--- src/rtl/count_sequencer_ctrl_if.sv ---
// Packed I/O bundle for count_sequencer_ctrl: clock, reset and controls in, status out.
// Bit map: io_in = {clk, rst, start, pause, limit[3:0]}, io_out = {state[1:0], done, busy, count[3:0]}.
// The driver side owns io_in, the sequencer side owns io_out.
interface count_sequencer_ctrl_if;
   logic [7:0] io_in;
   logic [7:0] io_out;

   modport master (output io_in, input io_out);
   modport slave  (input io_in, output io_out);
endinterface

--- src/rtl/count_sequencer_ctrl.sv ---
// Start-edge launched up-counter from 0 to a sampled limit, with pause, done pulse and optional auto-restart.
// Latency: every output is a register; input changes show on io_out after the next rising clock edge.
// No backpressure: start, pause and limit are sampled every cycle and never stalled.
module count_sequencer_ctrl #(
   parameter bit AUTO_RESTART = 1'b0
) (
   count_sequencer_ctrl_if.slave bus
);

   typedef enum logic [1:0] {
      ST_IDLE  = 2'b00,
      ST_RUN   = 2'b01,
      ST_PAUSE = 2'b10,
      ST_DONE  = 2'b11
   } state_t;

   logic       clk;
   logic       rst;
   logic       start_i;
   logic       pause_i;
   logic [3:0] limit_i;

   assign clk     = bus.io_in[7];
   assign rst     = bus.io_in[6];
   assign start_i = bus.io_in[5];
   assign pause_i = bus.io_in[4];
   assign limit_i = bus.io_in[3:0];

   state_t     state_q, state_d;
   logic [3:0] count_q, count_d;
   logic [3:0] limit_q, limit_d;
   logic       start_q;
   logic       done_q, done_d;
   logic       start_edge;
   logic       busy;

   // A start held high relaunches only once: the edge needs start low in the previous cycle.
   assign start_edge = start_i & ~start_q;

   // Next-state logic; start edge overrides everything, then pause, then the terminal-count check.
   always_comb begin
      state_d = state_q;
      count_d = count_q;
      limit_d = limit_q;
      done_d  = 1'b0;
      if (start_edge) begin
         state_d = ST_RUN;
         count_d = 4'd0;
         limit_d = limit_i;
      end else begin
         case (state_q)
            ST_IDLE: begin
               count_d = 4'd0;
            end
            ST_RUN: begin
               if (pause_i) begin
                  state_d = ST_PAUSE;
               end else if (count_q != limit_q) begin
                  // count only advances while below the limit, so it can never wrap
                  count_d = count_q + 4'd1;
               end else begin
                  state_d = ST_DONE;
                  done_d  = 1'b1;
               end
            end
            ST_PAUSE: begin
               // the resume edge only changes state; counting restarts on the edge after
               if (!pause_i) begin
                  state_d = ST_RUN;
               end
            end
            ST_DONE: begin
               if (AUTO_RESTART) begin
                  state_d = ST_RUN;
                  count_d = 4'd0;
               end
            end
            default: begin
               state_d = ST_IDLE;
               count_d = 4'd0;
            end
         endcase
      end
   end

   // State registers; reset clears everything immediately so io_out reads 0x00 without a clock.
   always_ff @(posedge clk or posedge rst) begin
      if (rst) begin
         state_q <= ST_IDLE;
         count_q <= 4'd0;
         limit_q <= 4'd0;
         start_q <= 1'b0;
         done_q  <= 1'b0;
      end else begin
         state_q <= state_d;
         count_q <= count_d;
         limit_q <= limit_d;
         start_q <= start_i;
         done_q  <= done_d;
      end
   end

   // busy decodes registered state only, so io_out has no path from io_in
   assign busy = (state_q == ST_RUN) || (state_q == ST_PAUSE);

   assign bus.io_out = {state_q, done_q, busy, count_q};

endmodule

--- src/flat_wrapper.sv ---
// flat-port wrapper written by rule: the top's interface ports become plain ports
module count_sequencer_ctrl_flat 
#(
   parameter bit AUTO_RESTART = 1'b0
)
  (bus_io_in, bus_io_out);
  count_sequencer_ctrl_if bus_i ();
  input wire logic [$bits(bus_i.io_in)-1:0] bus_io_in;
  output wire logic [$bits(bus_i.io_out)-1:0] bus_io_out;
  assign bus_i.io_in = bus_io_in;
  assign bus_io_out = bus_i.io_out;
  count_sequencer_ctrl #(.AUTO_RESTART(AUTO_RESTART)) u_core (.bus(bus_i));
endmodule
--- config.mk ---
export PLATFORM = sky130hd
export DESIGN_NAME = count_sequencer_ctrl_flat
export DESIGN_NICKNAME = d
export VERILOG_FILES = /design/src/rtl/count_sequencer_ctrl_if.sv /design/src/rtl/count_sequencer_ctrl.sv /design/src/flat_wrapper.sv
export SDC_FILE = /design/constraint.sdc
export NUM_CORES = 1
export LEC_CHECK = 0
export BUFFER_PORTS_ARGS = -buffer_cell sky130_fd_sc_hd__buf_2
export CELL_PAD_IN_SITES_DETAIL_PLACEMENT = 0
export CELL_PAD_IN_SITES_GLOBAL_PLACEMENT = 2
export CORE_ASPECT_RATIO = 1.25
export CORE_UTILIZATION = 33
export DETAILED_ROUTE_END_ITERATION = 7
export GPL_TIMING_DRIVEN = 0
export PLACE_DENSITY = 0.87
export SLEW_MARGIN = 20
export SYNTH_ARGS = -nofsm -noshare
export SYNTH_HDL_FRONTEND = slang
export SYNTH_SLANG_ARGS = --single-unit
--- constraint.sdc ---
create_clock -name bus_io_in -period 4.36 [get_ports bus_io_in]
set_input_delay 0.872 -clock bus_io_in [delete_from_list [all_inputs] [get_ports bus_io_in]]
set_output_delay 0.872 -clock bus_io_in [all_outputs]
set_load 0.03 [all_outputs]
======== Word-level counts from Yosys, hierarchy flattened ========
Cells that the tools add are included.
operators by class
  $add $sub $neg .......................... 1
  equal/unequal tests ..................... 7
  mux-type cells .......................... 13
  bitwise gates (word level) .............. 2
  reduce and logical (&&, ||, !) cells .... 6
operator list
  kind                                                                     number
  4-bit two-way mux                                                        3
  2-bit two-way mux                                                        4
  4-bit case mux with 2 select lines                                       1
  3-bit by 2-bit inequality test with 1-bit output, second input constant  2
  3-bit AND reduction                                                      2
  3-bit nonzero test                                                       2
  4-bit by 1-bit adder with 4-bit output, second input constant            1
  1-bit two-way mux                                                        4
  4-bit by 3-bit inequality test with 1-bit output, second input constant  1
  4-bit inequality test                                                    1
  2-bit case mux with 2 select lines                                       1
  3-bit by 1-bit inequality test with 1-bit output, second input constant  1
  2-bit by 1-bit equality test with 1-bit output, second input constant    1
  2-bit equality test, second input constant                               1
  2-bit logical NOT                                                        1
  1-bit AND                                                                1
  1-bit logical OR                                                         1
  1-bit NOT                                                                1
word-level totals
  bits in registers ....................... 12
  input bits .............................. 8
  output and inout port bits .............. 8
  logic and storage cells ................. 34

======== Depth between registers and ports, before layout ========
Gate-level depths: netlist (run 1).
  depth after elaboration ................. 5
  gate-level depth with buffers ........... 6
  gate-level depth less buffers ........... 6

======== Worst setup path after synthesis (run 1) ========
No wires, ideal clock.
  path kind ............................... register -> output
  from .................................... register u_core.state_q[0]
  to ...................................... output bus_io_out[4]
  arrival time ............................ 1.112 ns
  data required time ...................... 3.488 ns
  slack ................................... 2.376 ns
  stages on the path, launching flop included .. 4
  buffers on the path ..................... 1
  path through ............................ dfrtp_1 > inv_1 > ha_1 > buf_4
between the ends
  cells in the longest elaborated chain, start to end .. 2
  elaborated cells on any way between the ends .. 3
  those cells by class .................... eq/ne (2); reduce/logical (1)
ends and longest elaborated chain
  element                                                                                       RTL line                     text
  start: declaration                                                                            count_sequencer_ctrl.sv:29   state_t state_q, state_d;
  start signal: assignment                                                                      count_sequencer_ctrl.sv:95   state_q <= state_d;
  2-bit by 1-bit equality test with 1-bit output / 2-bit equality test (equally long branches)  count_sequencer_ctrl.sv:104  assign busy = (state_q == ST_RUN) || (state_q == ST_PAUSE);
  1-bit logical OR (*)                                                                          count_sequencer_ctrl.sv:104
  end: declaration                                                                              flat_wrapper.sv:9            output wire logic [$bits(bus_i.io_out)-1:0] bus_io_out;
Mark *: on every way between the ends. The rest lies on a longest branch, timed or not.

==> results of run 1 <==
-- worst max-delay path: cells and delay by family --
family / cells / cell delay, ns
AO/OA/AOI/OAI: 2 / 0.41
buffers and inverters: 8 / 1.10
AND/OR/NAND/NOR: 2 / 0.17
-- path summary, 6_finish.rpt --
kind | start | end | slack [ns] | cells past startpoint
max in group asynchronous | bus_io_in[6] | u_core.state_q[1] | 2.33 | 3
min reg2reg | u_core.limit_q[3] | u_core.limit_q[3] | 0.54 | 1
min in group asynchronous | bus_io_in[6] | u_core.start_q | 1.92 | 3
max reg2reg | u_core.state_q[1] | u_core.state_q[0] | 2.19 | 12
min | bus_io_in[3] | u_core.limit_q[3] | -0.12 | 1
max | bus_io_in[4] | u_core.state_q[0] | 0.68 | 12
-- area by class of cell --
type	instances	share of cell area [%]
Inverter	4	1.42
Tap cell	19	2.25
Timing Repair Buffer	8	3.80
Clock buffer	44	28.5
Clock inverter	14	5.10
Multi-Input combinational cell	38	28.7
Buffer	3	1.78
Sequential cell	12	28.5
-- power breakdown --
| part | switching (mW) | internal [mW] | total (mW) | leakage (nW) |
|---|---|---|---|---|
| combinational | 0 | 0 | 0.000000109 | 0.109 |
| sequential | 0 | 0.123 | 0.123 | 0.172 |
| clock | 0.384 | 0.531 | 0.915 | 0.308 |
-- synth_stat cells (2+ instances only) --
cell      count  area (µm²)
nand4_1       2        12.5
a21oi_1       2        10.0
nand2_1       3        11.3
nand3b_1      2        15.0
nand2b_1      2        12.5
inv_1         5        18.8
dfrtp_1      12         300
mux2_2        4        45.0
or3_1         3        18.8
ha_1          4        50.1
buf_4         2        15.0
nor2b_1       2        12.5
xnor2_1       4        35.0
-- metrics by stage --
step                instance area (µm²)  utilization [%]
finish                             1050             59.0
global route                       1050             59.0
CTS                                1050             59.0
detailed placement                  704             39.4
global placement                    704             39.4
floorplan                           641                -
-- cell families after synthesis --
logic type / count (synthesis)
adder cells (fa/ha/maj): 4
AND/OR/NAND/NOR: 17
buffers and inverters: 8
XOR/XNOR: 4
multiplexers: 5
AO/OA/AOI/OAI: 8
flip-flops: 12
-- per-layer routing --
metal | vias up | wire (µm) | global-route usage (%)
met5 | - | 0 | 8.57
met4 | 0 | 138 | 52.7
met3 | 21 | 222 | 39.9
met2 | 57 | 903 | 20.1
met1 | 333 | 702 | 16.1
li1 | 331 | - | -
-- registers in the layout (all words and copies together), names as in the netlist --
| register | flops |
|---|---|
| u_core.start_q | 1 |
| u_core.count_q | 4 |
| u_core.done_q | 1 |
| u_core.state_q | 2 |
| u_core.limit_q | 4 |
==> results by group, run 1 <==
Timing
  – Clock skew after layout: 0.00593 ns
  – Worst Max-Slew Pin Slew: 0.367 ns
  – Aggregate negative setup slack: 0 ns
  – Worst relative slew slack: 75.4%
  – Post-route setup slack: 0.677 ns
  – Setup repair after global routing missed its margin: no
  – Worst hold margin: -0.124 ns
  – Max Slew Vio Count: 0
  – Final hold violation count: 5
  – Setup violation total in the final timing report: 0

Setup path
  – Element type at the critical path start: clock port
  – Kind of critical path: clock port to register
  – Critical Path, Cell by Cell: clkbuf_4 > clkbuf_4 > nand2b_1 > clkbuf_4 > clkbuf_4 > a41oi_2 > clkbuf_4 > clkbuf_4 > nor3b_1 > clkbuf_4 > clkbuf_4 > a211o_1
  – Biggest fanout along the worst timing path: 3
  – Slowest stage delay, CP: 0.26 ns
  – WP data arrival: 3.85 ns
  – Worst endpoint required time: 4.52 ns
  – Crit. End Element: register
  – Most Frequent Cell on Critical Path: clkbuf_4
  – Worst path slowest cell: a211o_1

Run status
  – Status: complete, but fails checks
  – Violated checks: negative hold slack

Synth
  – Number of enable-type register cells in the synthesized netlist: 0
  – Multiplexer share of the synthesized area: 8.59%
  – Average footprint of a synthesized cell: 11.0 µm²
  – Compound-gate portion of the synthesized area: 9.96%
  – Basic-gate share of the synthesized area counting and, or, nand and nor cells: 15.4%
  – XOR/XNOR share of the synthesized area: roughly 5.5%
  – Post-synthesis async set-or-reset flop share: between 90% and 100%
  – Flops & latches, synth: 12
  – Post-Synth Adder-Cell Area: 7.81%
  – Warning count from the yosys run: 0
  – Mapped Nets: 70
  – Seq/Total Area, Yosys: a little under half
  – Cells after Synth: 58
  – Distinct cell type count of the synthesized netlist: 24
  – Netlist area before placement: 641 µm²
  – Top flip-flop cell by instance count after synthesis: dfrtp_1
  – Combinational family with the most area after synthesis: simple AND/OR/NAND/NOR gates

Hold path
  – Type of the tightest min-delay check: clock port to register

Layout
  – Most used cells in the layout excluding fill and tap cells: 36 x clkbuf_4, 16 x inv_1, 12 x dfrtp_1
  – Total of fill cells in the finished design: 165
  – Most common cell after layout, fill and taps aside: clkbuf_4
  – Number of nets in the final layout: approximately 130
  – Total area of multi-input combinational cells: approximately 300 µm²
  – Number of diodes added for antenna fixing: 0
  – Storage element area: approximately 300 µm²
  – Area growth from synthesis to layout: 64.6%
  – Fraction of layout instances using a drive strength above 1: between 40 and 50%
  – Post-route non-filler standard cell count: 142

Global route
  – Number of global-route vias before repair: approximately 1,100
  – Global-route wire length before repair: 3.90 mm
  – Global-route usage over all layers: roughly 27%
  – Maximum number of pins on one net before global-route repair: 7
  – Overflow after GRT: 0
  – Initial antenna violation count: 0

Route
  – Detail-routed net length per standard cell: 13.9 µm
  – Vias: 742
  – Count of antenna-violating nets left after detailed routing: 0
  – Drt drc: 0
  – DR vias/cell: 5.23
  – Routed WL: 1.97 mm
  – First-iteration detailed-routing DRC count: 33
  – DRT Pass-1 Iters: 4

Placed design
  – Total instance count after detailed placement: 85
  – HPWL after detailed placement: just under 900 µm
  – Pre-CTS setup slack: around 1.3 ns
  – Port Buffers: 8
  – Global placement routability congestion: 0.700

Power and ir drop
  – Power density normalized to cell area: 984 mW/mm²
  – Leakage Power: between 0.5 and 0.6 nW
  – Power after layout: a little over 1 mW
  – Highest ir drop seen on vdd: 0.658 mV

Die
  – Floorplan die height: around 50 µm
  – Number of top-level pins: 16
  – Core Footprint: between 0.0015 and 0.002 mm²
  – Initial Util: 35.9%
  – Chip Width: 41.4 µm
  – Overall die area: 0.00212 mm²
  – Number of placement rows: 17

Clock tree
  – Reg clk slew, reported paths: about 0.08 ns
  – Post-CTS Setup Inserts: 0
  – Clock latency reported for the late side of the worst-skew pair: 0.27 ns
  – # hold bufs at CTS: 0
  – TritonCTS clock tree: built
  – Number of cells upsized or downsized after cts: 0

Flow run
  – Number of max-cap violations: 0
(Power assumes the default switching activity.)
==> inputs of run 2 (changes only) <==
ABC_AREA = 1   (was unset)
CORE_UTILIZATION = 28   (was 33)
PLACE_DENSITY = 0.83   (was 0.87)
clock period = 3.4 ns   (was 4.36 ns; I/O delays follow)
==> run 2 against run 1 <==
Net effect: the run still ends with negative hold slack left; via count up 17%; sequential share of layout area shrank 3.0 points; first-iteration DRC count up 55%; synthesized cell count increased by 64%; setup slack got worse by 0.17 ns; sequential power rose by 28%; highest routed layer unchanged.
==> results by group, run 2 <==
Run status
  – Status: complete, but fails checks
  – Violated checks: negative hold slack

Route
  – DRT Pass-1 Iters: 4 (unchanged)
  – Drt drc: 0 (unchanged)
  – Routed WL: 2.23 mm (+13%)
  – First-iteration detailed-routing DRC count: 51 (+55%)
  – DR vias/cell: 4.57 (-12%)
  – Count of antenna-violating nets left after detailed routing: 0 (unchanged)
  – Vias: 869 (+17%)
  – Detail-routed net length per standard cell: 11.7 µm (-15%)

Layout
  – Largest registers in the final layout: u_core.count_q (4), u_core.limit_q (4), u_core.state_q (2)
  – Most common cell after layout, fill and taps aside: clkbuf_4
  – Number of nets in the final layout: 163 (+28%)
  – Number of diodes added for antenna fixing: 0 (unchanged)
  – Area growth from synthesis to layout: 65.4%
  – Most used cells in the layout excluding fill and tap cells: 32 x clkbuf_4, 31 x nand2_1, 29 x inv_1
  – Fraction of layout instances using a drive strength above 1: 33.8% (-8.5 points)

Hold path
  – Type of the tightest min-delay check: clock port to register

Placed design
  – Port Buffers: 8 (unchanged)
  – Global placement routability congestion: 0.657 (-6.1%)
  – HPWL after detailed placement: 1.08 mm (+23%)
  – Pre-CTS setup slack: 1.08 ns (-0.212 ns)

Clock tree
  – Post-CTS Setup Inserts: 0 (unchanged)
  – Number of cells upsized or downsized after cts: 0 (unchanged)
  – Reg clk slew, reported paths: 0.08 ns (about the same)
  – Clock latency reported for the late side of the worst-skew pair: 0.27 ns (about the same)
  – # hold bufs at CTS: 0 (unchanged)
  – TritonCTS clock tree: built

Synth
  – Mapped Nets: 107 (+53%)
  – Average footprint of a synthesized cell: 7.49 µm² (-32%)
  – Most numerous cell in the Yosys netlist: nand2_1
  – Distinct cell type count of the synthesized netlist: 19 (-21%)
  – Flops & latches, synth: 12 (unchanged)
  – Netlist area before placement: 712 µm² (+11%)
  – Top cells by area, synth: dfrtp_1 42%, nand2_1 16%, inv_1 7.9%
  – Synth cell count leaders: 31 x nand2_1, 15 x inv_1, 12 x dfrtp_1
  – Leading area contributor after synthesis: dfrtp_1
  – Seq/Total Area, Yosys: 42.2% (-4.7 points)
  – Cells after Synth: 95 (+64%)
  – Top flip-flop cell by instance count after synthesis: dfrtp_1
  – Warning count from the yosys run: 0 (unchanged)
  – Share of the synthesized area in the top cell type: 42.2% (-4.7 points)
  – Post-synthesis async set-or-reset flop share: 100% (unchanged)
  – Number of enable-type register cells in the synthesized netlist: 0 (unchanged)

Power and ir drop
  – Sequential group share of total power: 10.6% (-1.2 points)
  – Power density normalized to cell area: 1260 mW/mm² (+28%)
  – Leakage Power: 0.650 nW (+10%)
  – Internal power: 0.900 mW (+38%)
  – Proportion of power drawn by combinational gates: 0% (unchanged)
  – Sw Ratio: 39.3% (+2.3 points)
  – Highest ir drop seen on vdd: 0.715 mV (+8.6%)
  – Share of power burned in the clock network: 89.4% (+1.2 points)
  – Net switching power figure: 0.583 mW (+52%)

Setup path
  – Most Frequent Cell on Critical Path: clkbuf_4
  – Crit. End Element: register
  – Buffers plus inverters on the worst setup path: 8 (unchanged)
  – Biggest fanout along the worst timing path: 2 (-1)
  – Element type at the critical path start: clock port
  – Kind of critical path: clock port to register
  – Top Family by Delay on Critical Path: buffers and inverters
  – Slowest stage delay, CP: 0.15 ns (-0.11 ns)
  – Worst path slowest cell: clkbuf_4
  – Worst endpoint required time: 3.61 ns (-0.91 ns)
  – Critical Path, Cell by Cell: clkbuf_4 > clkbuf_4 > nor2_1 > clkbuf_4 > clkbuf_4 > nand3_1 > clkbuf_4 > clkbuf_4 > nand2_1 > clkbuf_4 > clkbuf_4 > nand2_1 > nand2_1
  – WP data arrival: 3.11 ns (-0.74 ns)

Timing
  – Worst hold margin: -0.150 ns (-0.0268 ns)
  – Setup repair after global routing missed its margin: no
  – Final hold violation count: 5 (unchanged)
  – Post-route setup slack: 0.506 ns (-0.170 ns)
  – Clock skew after layout: 0.00132 ns (-0.00462 ns)
  – Worst relative slew slack: 70.3% (-5.1 points)
  – Max Slew Vio Count: 0 (unchanged)
  – Worst Max-Slew Pin Slew: 0.445 ns (+0.0788 ns)
  – Setup violation total in the final timing report: 0 (unchanged)
  – Aggregate negative setup slack: 0 ns (unchanged)

Die
  – Overall die area: 0.00275 mm² (+30%)
  – Number of top-level pins: 16 (unchanged)
  – Core Footprint: 0.00243 mm² (+36%)
  – Chip Width: 47.1 µm (+14%)
  – Floorplan die height: 58.4 µm (+14%)
  – Initial Util: 29.3% (-6.5 points)
  – Number of placement rows: 20 (+3)

Global route
  – Number of global-route vias before repair: 1,253 (+19%)
  – Initial antenna violation count: 0 (unchanged)
  – Maximum number of pins on one net before global-route repair: 11 (+4)
  – Global-route usage over all layers: 23.4% (-3.7 points)
  – Global-route wire length before repair: 4.43 mm (+14%)
  – Overflow after GRT: 0 (unchanged)

Flow run
  – Number of max-cap violations: 0 (unchanged)
[run 2: worst reg2reg max path: stages, from the launching register on]
cell	delay (ns)
dfrtp_1	0.41
inv_1	0.08
ha_1	0.20
inv_1	0.17
nor2_1	0.06
clkbuf_4	0.14
clkbuf_4	0.14
nand3_1	0.08
clkbuf_4	0.14
clkbuf_4	0.12
nand2_1	0.05
clkbuf_4	0.15
clkbuf_4	0.13
nand2_1	0.05
nand2_1	0.05
[run 2: final timing paths]
path / start / to / slack, ns / cells past startpoint
setup / recovery: bus_io_in[4] / u_core.state_q[1] / 0.51 / 13
hold reg to reg: u_core.state_q[0] / u_core.state_q[0] / 0.56 / 2
setup reg to reg: u_core.state_q[1] / u_core.state_q[1] / 1.33 / 14
min in group asynchronous: bus_io_in[6] / u_core.count_q[3] / 1.46 / 3
max in group asynchronous: bus_io_in[6] / u_core.state_q[0] / 1.83 / 3
hold / removal: bus_io_in[1] / u_core.limit_q[1] / -0.15 / 2
[run 2: layout make-up]
class | count | area [µm²]
multi-input combinational | 64 | 333
clock inverter | 21 | 120
inverter | 12 | 45.0
tap | 33 | 41.3
timing repair buffer | 8 | 40.0
buffer | 3 | 18.8
clock buffer | 37 | 279
fill | 268 | 1250
sequential | 12 | 300
[run 2: logic make-up (layout without fill, tap and decap cells)]
group,after synthesis,in the layout,synth area share [%]
AOI/OAI and AO/OA,8,8,5.80
xor gates and xnor gates,1,1,1.23
adders and majority gates,4,4,7.03
buffers and inverters,19,81,11.1
DFF,12,12,42.2
and+or+nand+nor,51,51,32.7
[run 2: per-stage QoR]
step                      cell area (µm²)  util (%)  std cells  power [mW]  hold slack (ns)
after floorplan                       712         -         95       0.516           0.0314
after global placement                793      32.7        136       0.516           0.0314
after detailed placement              793      32.7        136       0.516           0.0314
after CTS                            1180      48.5        190        1.55           -0.149
after global routing                 1180      48.5        190        1.69           -0.151
final                                1180      48.5        190        1.48           -0.150
[run 2: power by group through the flow]
stage	registers (mW)	clock network [mW]	logic, mW
global route	0.158	1.53	0.000000118
floorplan	0.163	0.354	0.0000000736
finish	0.158	1.32	0.000000118
CTS	0.158	1.39	0.000000118
global placement	0.163	0.354	0.000000118
detailed placement	0.163	0.354	0.000000118
[run 2: routing by layer]
layer | GRT usage [%] | vias to the layer above | wire length [µm]
met5 | 6.67 | - | 0
met4 | 38.8 | 0 | 82
met3 | 29.8 | 10 | 255
met2 | 21.2 | 51 | 1060
met1 | 15.6 | 396 | 833
li1 | - | 412 | -
